==> config.mk <==
export PLATFORM = sky130hd
export DESIGN_NAME = song_sequencer_flat
export DESIGN_NICKNAME = d
export VERILOG_FILES = /design/src/rtl/song_sequencer_if.sv /design/src/rtl/song_sequencer.sv /design/src/flat_wrapper.sv
export SDC_FILE = /design/constraint.sdc
export NUM_CORES = 1
export LEC_CHECK = 0
export BUFFER_PORTS_ARGS = -buffer_cell sky130_fd_sc_hd__buf_2
export CAP_MARGIN = 15
export CELL_PAD_IN_SITES_DETAIL_PLACEMENT = 1
export CELL_PAD_IN_SITES_GLOBAL_PLACEMENT = 2
export CORE_ASPECT_RATIO = 0.8
export CORE_UTILIZATION = 32
export CTS_CLUSTER_SIZE = 40
export DETAILED_ROUTE_END_ITERATION = 12
export PLACE_DENSITY_LB_ADDON = 0.15
export SLEW_MARGIN = 10
export SYNTH_ARGS = -nofsm -noshare
export SYNTH_HDL_FRONTEND = slang
export SYNTH_SLANG_ARGS = --single-unit
==> constraint.sdc <==
create_clock -name clk -period 3 [get_ports clk]
set_input_delay 0.3 -clock clk [delete_from_list [all_inputs] [get_ports clk]]
set_output_delay 0.3 -clock clk [all_outputs]
set_load 0.02 [all_outputs]
==> src/rtl/song_sequencer_if.sv <==
// Handshake/data bundle between the song ROM, the note sequencer and the
// downstream sound, scoring and light stages.
interface song_sequencer_if #(
    parameter int CNT_BITS  = 8,
    parameter int OCT_BITS  = 3,
    parameter int NOTE_BITS = 3,
    parameter int LEN_BITS  = 3
);
    logic                 i_en;
    logic                 i_start;
    logic                 i_pause;
    logic [1:0]           i_mod;
    logic [CNT_BITS-1:0]  i_track_len;
    logic [OCT_BITS-1:0]  i_rom_octave;
    logic [NOTE_BITS-1:0] i_rom_note;
    logic [LEN_BITS-1:0]  i_rom_length;

    logic [CNT_BITS-1:0]  o_rom_addr;
    logic [OCT_BITS-1:0]  o_goal_octave;
    logic [NOTE_BITS-1:0] o_goal_note;
    logic [LEN_BITS-1:0]  o_goal_length;
    logic                 o_note_valid;
    logic                 o_note_start;
    logic                 o_note_over;
    logic                 o_done;
    logic                 o_busy;

    modport slave (
        input  i_en, i_start, i_pause, i_mod, i_track_len,
               i_rom_octave, i_rom_note, i_rom_length,
        output o_rom_addr, o_goal_octave, o_goal_note, o_goal_length,
               o_note_valid, o_note_start, o_note_over, o_done, o_busy
    );

    modport master (
        output i_en, i_start, i_pause, i_mod, i_track_len,
               i_rom_octave, i_rom_note, i_rom_length,
        input  o_rom_addr, o_goal_octave, o_goal_note, o_goal_length,
               o_note_valid, o_note_start, o_note_over, o_done, o_busy
    );
endinterface

==> src/rtl/song_sequencer.sv <==
// Timed note sequencer: walks the song table, holds each note for its scheduled
// duration, inserts a rest gap between notes and reports completion.
module song_sequencer #(
    parameter int TICK_DIV  = 100000,
    parameter int GAP_UNITS = 50,
    parameter int CNT_BITS  = 8,
    parameter int OCT_BITS  = 3,
    parameter int NOTE_BITS = 3,
    parameter int LEN_BITS  = 3
) (
    input  logic              clk,
    input  logic              rst,
    song_sequencer_if.slave   bus
);
    localparam int UNIT_BITS = 9;
    localparam int CYC_BITS  = $clog2(TICK_DIV);

    localparam logic [CYC_BITS-1:0]  CYC_LAST = CYC_BITS'(TICK_DIV - 1);
    localparam logic [UNIT_BITS-1:0] GAP_LOAD = UNIT_BITS'(GAP_UNITS);

    localparam logic [2:0] S_IDLE  = 3'd0;
    localparam logic [2:0] S_FETCH = 3'd1;
    localparam logic [2:0] S_PLAY  = 3'd2;
    localparam logic [2:0] S_GAP   = 3'd3;
    localparam logic [2:0] S_DONE  = 3'd4;

    logic [2:0]           r_state;
    logic [CNT_BITS-1:0]  r_addr;
    logic [OCT_BITS-1:0]  r_goal_octave;
    logic [NOTE_BITS-1:0] r_goal_note;
    logic [LEN_BITS-1:0]  r_goal_length;
    logic [UNIT_BITS-1:0] r_units;
    logic [CYC_BITS-1:0]  r_cyc;
    logic                 r_note_valid;
    logic                 r_note_start;
    logic                 r_note_over;
    logic                 r_done;
    logic                 r_busy;

    logic [UNIT_BITS-1:0] w_base;
    logic [UNIT_BITS-1:0] w_half;
    logic [UNIT_BITS-1:0] w_dur;
    logic                 w_unit_tick;
    logic                 w_expire;
    logic                 w_more;
    logic                 w_empty;

    // Tempo scaling is applied once, at fetch time, so a mod change mid-note
    // never stretches or shortens the note already playing.
    always_comb begin
        w_base = UNIT_BITS'(1) << bus.i_rom_length;
        w_half = w_base >> 1;
        w_dur  = w_base;
        case (bus.i_mod)
            2'd2:    w_dur = w_base << 1;
            2'd3:    w_dur = (w_half == '0) ? UNIT_BITS'(1) : w_half;
            default: w_dur = w_base;
        endcase
    end

    assign w_unit_tick = (r_cyc == CYC_LAST);
    assign w_expire    = w_unit_tick && (r_units <= UNIT_BITS'(1));
    assign w_more      = ({1'b0, r_addr} + (CNT_BITS+1)'(1)) < {1'b0, bus.i_track_len};
    assign w_empty     = (bus.i_track_len == '0);

    always_ff @(posedge clk or posedge rst) begin
        if (rst) begin
            r_state       <= S_IDLE;
            r_addr        <= '0;
            r_goal_octave <= '0;
            r_goal_note   <= '0;
            r_goal_length <= '0;
            r_units       <= '0;
            r_cyc         <= '0;
            r_note_valid  <= 1'b0;
            r_note_start  <= 1'b0;
            r_note_over   <= 1'b0;
            r_done        <= 1'b0;
            r_busy        <= 1'b0;
        end else begin
            r_note_start <= 1'b0;
            r_note_over  <= 1'b0;
            if (!bus.i_en) begin
                // Abort: goal_* deliberately retained, no note_over for the cut note.
                r_state      <= S_IDLE;
                r_addr       <= '0;
                r_units      <= '0;
                r_cyc        <= '0;
                r_note_valid <= 1'b0;
                r_done       <= 1'b0;
                r_busy       <= 1'b0;
            end else if (!bus.i_pause) begin
                case (r_state)
                    S_IDLE, S_DONE: begin
                        if (bus.i_start) begin
                            if (w_empty) begin
                                r_state <= S_DONE;
                                r_done  <= 1'b1;
                                r_busy  <= 1'b0;
                            end else begin
                                r_state <= S_FETCH;
                                r_addr  <= '0;
                                r_done  <= 1'b0;
                                r_busy  <= 1'b1;
                            end
                        end
                    end
                    S_FETCH: begin
                        r_goal_octave <= bus.i_rom_octave;
                        r_goal_note   <= bus.i_rom_note;
                        r_goal_length <= bus.i_rom_length;
                        r_units       <= w_dur;
                        r_cyc         <= '0;
                        r_state       <= S_PLAY;
                        r_note_valid  <= 1'b1;
                        r_note_start  <= 1'b1;
                    end
                    S_PLAY: begin
                        if (w_unit_tick) begin
                            r_cyc <= '0;
                            if (w_expire) begin
                                r_state      <= S_GAP;
                                r_units      <= GAP_LOAD;
                                r_note_valid <= 1'b0;
                                r_note_over  <= 1'b1;
                            end else begin
                                r_units <= r_units - UNIT_BITS'(1);
                            end
                        end else begin
                            r_cyc <= r_cyc + CYC_BITS'(1);
                        end
                    end
                    S_GAP: begin
                        if (w_unit_tick) begin
                            r_cyc <= '0;
                            if (w_expire) begin
                                r_units <= '0;
                                if (w_more) begin
                                    r_addr  <= r_addr + CNT_BITS'(1);
                                    r_state <= S_FETCH;
                                end else begin
                                    r_state <= S_DONE;
                                    r_done  <= 1'b1;
                                    r_busy  <= 1'b0;
                                end
                            end else begin
                                r_units <= r_units - UNIT_BITS'(1);
                            end
                        end else begin
                            r_cyc <= r_cyc + CYC_BITS'(1);
                        end
                    end
                    default: begin
                        r_state      <= S_IDLE;
                        r_note_valid <= 1'b0;
                        r_done       <= 1'b0;
                        r_busy       <= 1'b0;
                    end
                endcase
            end
        end
    end

    assign bus.o_rom_addr    = r_addr;
    assign bus.o_goal_octave = r_goal_octave;
    assign bus.o_goal_note   = r_goal_note;
    assign bus.o_goal_length = r_goal_length;
    assign bus.o_note_valid  = r_note_valid;
    assign bus.o_note_start  = r_note_start;
    assign bus.o_note_over   = r_note_over;
    assign bus.o_done        = r_done;
    assign bus.o_busy        = r_busy;
endmodule

==> src/flat_wrapper.sv <==
// flat-port wrapper written by rule: the top's interface ports become plain ports
module song_sequencer_flat 
#(
    parameter int TICK_DIV  = 100000,
    parameter int GAP_UNITS = 50,
    parameter int CNT_BITS  = 8,
    parameter int OCT_BITS  = 3,
    parameter int NOTE_BITS = 3,
    parameter int LEN_BITS  = 3
)
  (clk, rst, bus_i_en, bus_i_start, bus_i_pause, bus_i_mod, bus_i_track_len, bus_i_rom_octave, bus_i_rom_note, bus_i_rom_length, bus_o_rom_addr, bus_o_goal_octave, bus_o_goal_note, bus_o_goal_length, bus_o_note_valid, bus_o_note_start, bus_o_note_over, bus_o_done, bus_o_busy);
  song_sequencer_if #(.CNT_BITS(CNT_BITS), .OCT_BITS(OCT_BITS), .NOTE_BITS(NOTE_BITS), .LEN_BITS(LEN_BITS)) bus_i ();
  input  logic clk;
  input  logic rst;
  input wire logic [$bits(bus_i.i_en)-1:0] bus_i_en;
  input wire logic [$bits(bus_i.i_start)-1:0] bus_i_start;
  input wire logic [$bits(bus_i.i_pause)-1:0] bus_i_pause;
  input wire logic [$bits(bus_i.i_mod)-1:0] bus_i_mod;
  input wire logic [$bits(bus_i.i_track_len)-1:0] bus_i_track_len;
  input wire logic [$bits(bus_i.i_rom_octave)-1:0] bus_i_rom_octave;
  input wire logic [$bits(bus_i.i_rom_note)-1:0] bus_i_rom_note;
  input wire logic [$bits(bus_i.i_rom_length)-1:0] bus_i_rom_length;
  output wire logic [$bits(bus_i.o_rom_addr)-1:0] bus_o_rom_addr;
  output wire logic [$bits(bus_i.o_goal_octave)-1:0] bus_o_goal_octave;
  output wire logic [$bits(bus_i.o_goal_note)-1:0] bus_o_goal_note;
  output wire logic [$bits(bus_i.o_goal_length)-1:0] bus_o_goal_length;
  output wire logic [$bits(bus_i.o_note_valid)-1:0] bus_o_note_valid;
  output wire logic [$bits(bus_i.o_note_start)-1:0] bus_o_note_start;
  output wire logic [$bits(bus_i.o_note_over)-1:0] bus_o_note_over;
  output wire logic [$bits(bus_i.o_done)-1:0] bus_o_done;
  output wire logic [$bits(bus_i.o_busy)-1:0] bus_o_busy;
  assign bus_i.i_en = bus_i_en;
  assign bus_i.i_start = bus_i_start;
  assign bus_i.i_pause = bus_i_pause;
  assign bus_i.i_mod = bus_i_mod;
  assign bus_i.i_track_len = bus_i_track_len;
  assign bus_i.i_rom_octave = bus_i_rom_octave;
  assign bus_i.i_rom_note = bus_i_rom_note;
  assign bus_i.i_rom_length = bus_i_rom_length;
  assign bus_o_rom_addr = bus_i.o_rom_addr;
  assign bus_o_goal_octave = bus_i.o_goal_octave;
  assign bus_o_goal_note = bus_i.o_goal_note;
  assign bus_o_goal_length = bus_i.o_goal_length;
  assign bus_o_note_valid = bus_i.o_note_valid;
  assign bus_o_note_start = bus_i.o_note_start;
  assign bus_o_note_over = bus_i.o_note_over;
  assign bus_o_done = bus_i.o_done;
  assign bus_o_busy = bus_i.o_busy;
  song_sequencer #(.TICK_DIV(TICK_DIV), .GAP_UNITS(GAP_UNITS), .CNT_BITS(CNT_BITS), .OCT_BITS(OCT_BITS), .NOTE_BITS(NOTE_BITS), .LEN_BITS(LEN_BITS)) u_core (.clk(clk), .rst(rst), .bus(bus_i));
endmodule
# --- Word level (Yosys, flattened, before mapping) ---
# Cells that the tools add are included.
totals:
  regBits: 51
  input_bits: 24
  output_inout_bits: 22
  word_cells: 116
op_classes:
  add_sub_neg: 4
  magnitude_cmp: 2
  eq_ne: 21
  shift: 1
  n_mux: 60
  bitwise_logic: 1
  n_reduce_logical: 15
op_table:
  columns: ["cell", "n"]
  rows:
  - ["$mux W8", 8]
  - ["$mux W9", 6]
  - ["$mux W17", 3]
  - ["$pmux W17 S2", 1]
  - ["$mux W3", 9]
  - ["$pmux W9 S3", 1]
  - ["$mux W1", 26]
  - ["$ne A3 B2 Y1 const B", 6]
  - ["$pmux W9 S2", 1]
  - ["$add A17 B1 Y17 const B", 1]
  - ["$eq A17 B17 Y1 const B", 1]
  - ["$pmux W8 S2", 1]
  - ["$pmux W3 S4", 1]
  - ["$reduce_and A6 Y1", 2]
  - ["$add A8 B1 Y9 const B", 1]
  - ["$le A9 B1 Y1 const B", 1]
  - ["$logic_not A9 Y1", 1]
  - ["$lt A9 B8 Y1", 1]
  - ["$ne A3 B3 Y1 const B", 3]
  - ["$pmux W1 S3", 3]
  - ["$shl A1 B3 Y9 const A", 1]
  - ["$sub A9 B1 Y9 const B", 1]
  - ["$add A8 B1 Y8 const B", 1]
  - ["$logic_not A8 Y1", 1]
  - ["other kinds (16)", 23]

# --- Depth between registers and ports, before layout ---
logic_depth:
  depth_word: 8
  ltp_mapped: 11
  depth_no_buf: 11

# --- Worst setup path before layout ---
# No wires, ideal clock.
synth_timing:
  kind: "register -> register"
  startpoint: "register u_core.r_addr[0] (netlist: u_core.bus.o_rom_addr[0])"
  endpoint: "register u_core.r_addr[0] (netlist: u_core.bus.o_rom_addr[0])"
  setup_time_ns: 0.125
  arrival_ns: 3.004
  required_ns: 2.875
  path_slack_ns: -0.128
  stages_incl_launch_ff: 12
  path_buffers: 0
  period_less_slack_ns: 3.128
  cell_sequence: "dfrtp_1 > ha_1 > nand2_1 > nor2_1 > xor2_1 > ha_1 > and3_1 > a221oi_1 > o21a_1 > nand4_1 > a311oi_4 > mux2_2"
synth_via:
  elab_chain_cells: 7
  word_cells_on_any_way: 11
  classes_between: "add/sub (2); order compare (1); eq/ne (1); mux (6); reduce/logical (1)"
synth_rtl:
  columns: ["item", "line", "text"]
  rows:
  - ["start: declaration", "song_sequencer.sv:28", "logic [CNT_BITS-1:0] r_addr;"]
  - ["start signal: assignment", "song_sequencer.sv:139", "r_addr <= r_addr + CNT_BITS'(1);"]
  - ["branches (longest 7 deep; another with $add A8 B1 Y9)", null, null]
# Parallel ways; which one is timed is not known. The select of a mux whose other input is x is not followed.
# A chain may end at the register's enable or synchronous reset.

# --- Final worst setup path ---
layout_timing:
  startpoint: "register u_core.r_addr[1] (netlist: u_core.bus.o_rom_addr[1])"
  endpoint: "register u_core.r_addr[4] (netlist: u_core.bus.o_rom_addr[4])"
# The elaborated chain is that of the path after synthesis.

==> metrics.csv <==
metric,value,unit
status,completed,
die-area,10430,µm²
worst_setup_path_end_kind,register,
critical_path_required,3.18,ns
grt_pass1_vias,2943,
drt_pass1_iterations,4,
synth_cell_type_count,57,
hpwlAfterDp,6.559,mm
core_area,9689,µm²
fp.dieH,91.56,µm
ys_seq_area_frac,0.3978,
fp.dieW,113.9,µm
hp-class,primary input to asynchronous set/reset pin,
vias,2856,
ys_warn_count,0,
clock.fmax,0.3372,GHz
cts_tree,yes,
synth_edf_count,0,
hold_buffers,0,
worstRegToRegCells,12,
r2r_slack,0.03,ns
wl_per_cell,16.55,µm
grt_use_met2,0.2833,
drc_errors,0,
grt_pass1_wl,15.31,mm
clk_latency,0.30,ns
numPortBuffers,45,
ys_ff_latch,51,
place_inst,531,
power_density,723.3,nW/µm²
cts_root_buf,clkbuf_16,
placed_cell_area,3686,µm²
slew_viol_final,0,
r2r-start,u_core.bus.o_rom_addr[1],
gp_routability_congestion,0.7351,
syn_avg_cell_area,9.166,µm²
placementRows,32,
timing_worst_setup_path_type,register to register,
gr-usage-all-layers,0.1871,
n_fill_cell,1153,
synth_top_area_frac,0.3978,
path_clk_slew,0.07,ns
ir_worst_vdd,0.3350,mV
start_util,0.3311,
area_delta_synth_final,25.31,%
grt.met1_usage,0.2736,
fin_nets,443,
grt-ovfl-total,0,
fin_worst_skew,0.007541,ns
fin_crit_sh,0.9886,
finalHoldViolCount,0,
grt_max_degree,30,
syn-cell-area,3208,µm²
setup_viol,0,
ys.flop_type,dfrtp_1,
viasPerCell,5.240,
routed_wl,9.018,mm
cts_made_buffers,5,
ios,46,
max_slew_margin,0.4814,
antenna_cells,0,
seq_area,1282,µm²
ant_nets,0,
period_minus_slack,2.966,ns
p_leak,1.786,nW
final_cell_area,4020,µm²
antenna_found_initial,0,
use_met3,0.03338,
layout_common_cells,"dfrtp_1 (46), buf_2 (45), nor2_1 (26), o21ai_0 (24), nand2_1 (23)",
worst_pin_slew,0.7697,ns
layout_commonest_cell,dfrtp_1,
syn_nets,385,
top_usage_layer,met2,
htreeDepth,2,
synth_top_area_cell,dfrtp_1,
clockBufferDepth,2,
cap_viol_max_count,0,
synthCells,350,
rsz0062_at_grt,true,
worstSetupStartpointType,register,
instances_no_fill,545,
drtIter0Drc,122,
worstReg2RegEnd,u_core.bus.o_rom_addr[4],
multi_input_area,1893,µm²
drive_gt1_frac,0.2787,
postSynth.asyncResetShare,1.000,
synth_area_leaders,"dfrtp_1 (40%), mux2_2 (6.0%), ha_1 (4.3%)",
worst-path-max-fanout,8,
critPathArrivalTime,3.14,ns
clock-sinks,51,
## critical path, stage by stage, from the launching register on
cell and delay [ns]:
dfrtp_2 0.40, ha_4 0.17, nand2_2 0.06, nor2_2 0.12
xor2_1 0.21, ha_1 0.28, and3_4 0.18, a221oi_2 0.27
o21a_1 0.18, nand4_1 0.15, a311oi_4 0.34, buf_12 0.18
mux2_4 0.30
## final cells by class
type                            count  share of cell area
Multi-Input combinational cell    263              0.4709
Clock inverter                      3             0.01681
Clock buffer                        5             0.03112
Inverter                           20             0.01867
Tap cell                          136             0.04233
Timing Repair Buffer               67              0.1012
Sequential cell                    51              0.3190
## kinds of logic (layout without fill, tap and decap cells)
kind of cell             after synthesis  count (layout)  share of synthesized area
AO/OA/AOI/OAI                         86              86                     0.1888
XOR/XNOR                              17              17                    0.04641
adder cells (fa/ha/maj)               11              11                    0.04290
buffers and inverters                 36              95                    0.04368
flip-flops                            51              51                     0.3978
multiplexers                          18              18                    0.06279
AND/OR/NAND/NOR                      131             131                     0.2176
## cells in the mapped netlist (all sizes together), types with 5 or more instances
library cell and instances:
and3 5, xor2 8, nor2b 9, ha 11, a21oi 13, nand4 9, nor3 11, clkbuf 11
nor2 28, buf 5, nand3 15, or3 5, o31ai 9, dfrtp 51, xnor2 9, nand2 24
inv 20, nor4 5, o21ai 25, mux2 17
## report_power, final
group	total [mW]	internal (mW)	switching [mW]
clock	0.755	0.478	0.276
sequential	0.975	0.836	0.139
combinational	1.18	0.471	0.707
## layer usage
metal | routed length [µm] | share of wire
met3 | 319 | 0.035
met4 | 88 | 0.0098
met5 | 0 | 0
met1 | 4642 | 0.51
met2 | 3968 | 0.44
## state kept, by name (all words and copies together) (netlist names)
name	count
u_core.bus.o_note_over	1
u_core.r_cyc	17
u_core.r_units	9
u_core.bus.o_note_valid	1
u_core.r_state	3
u_core.bus.o_goal_length	3
u_core.bus.o_note_start	1
u_core.bus.o_goal_note	3
u_core.bus.o_busy	1
u_core.bus.o_rom_addr	8
u_core.bus.o_goal_octave	3
u_core.bus.o_done	1
## how the worst max path moves through the flow
stage / depth (start not counted) / from / endpoint / slack [ns]
6_report: 12 / u_core.bus.o_rom_addr[1] / u_core.bus.o_rom_addr[4] / 0.03
3_5_place_dp: 12 / u_core.bus.o_rom_addr[4] / u_core.bus.o_rom_addr[4] / -0.06
2_1_floorplan: 11 / u_core.bus.o_rom_addr[0] / u_core.bus.o_rom_addr[0] / 0.005
4_1_cts: 12 / u_core.bus.o_rom_addr[0] / u_core.bus.o_rom_addr[4] / 0.02
3_3_place_gp: 12 / u_core.bus.o_rom_addr[0] / u_core.bus.o_rom_addr[2] / 0.05
5_1_grt: 12 / u_core.bus.o_rom_addr[1] / u_core.bus.o_rom_addr[3] / -0.11
## per-stage QoR
step	hold slack, ns	setup TNS [ns]	worst slack, ns	util	power [mW]
2_1_floorplan	0.4517	0	0.004811	-	1.768
4_1_cts	0.1164	0	0.01637	0.4097	2.917
6_report	0.09793	0	0.03416	0.4149	2.908
5_1_grt	0.1478	-0.8632	-0.1123	0.4149	3.102
3_3_place_gp	0.4319	0	0.04708	0.3804	2.127
3_5_place_dp	0.4386	-0.4237	-0.05974	0.3804	2.138
## timing repair
action | 4_1_cts | 5_1_grt
pin swaps | 2 | 10
buffers inserted | 8 | 0
setup endpoints to repair | 8 | 12
gates resized for setup | 5 | 16
Power figures use the tool's default switching activity.
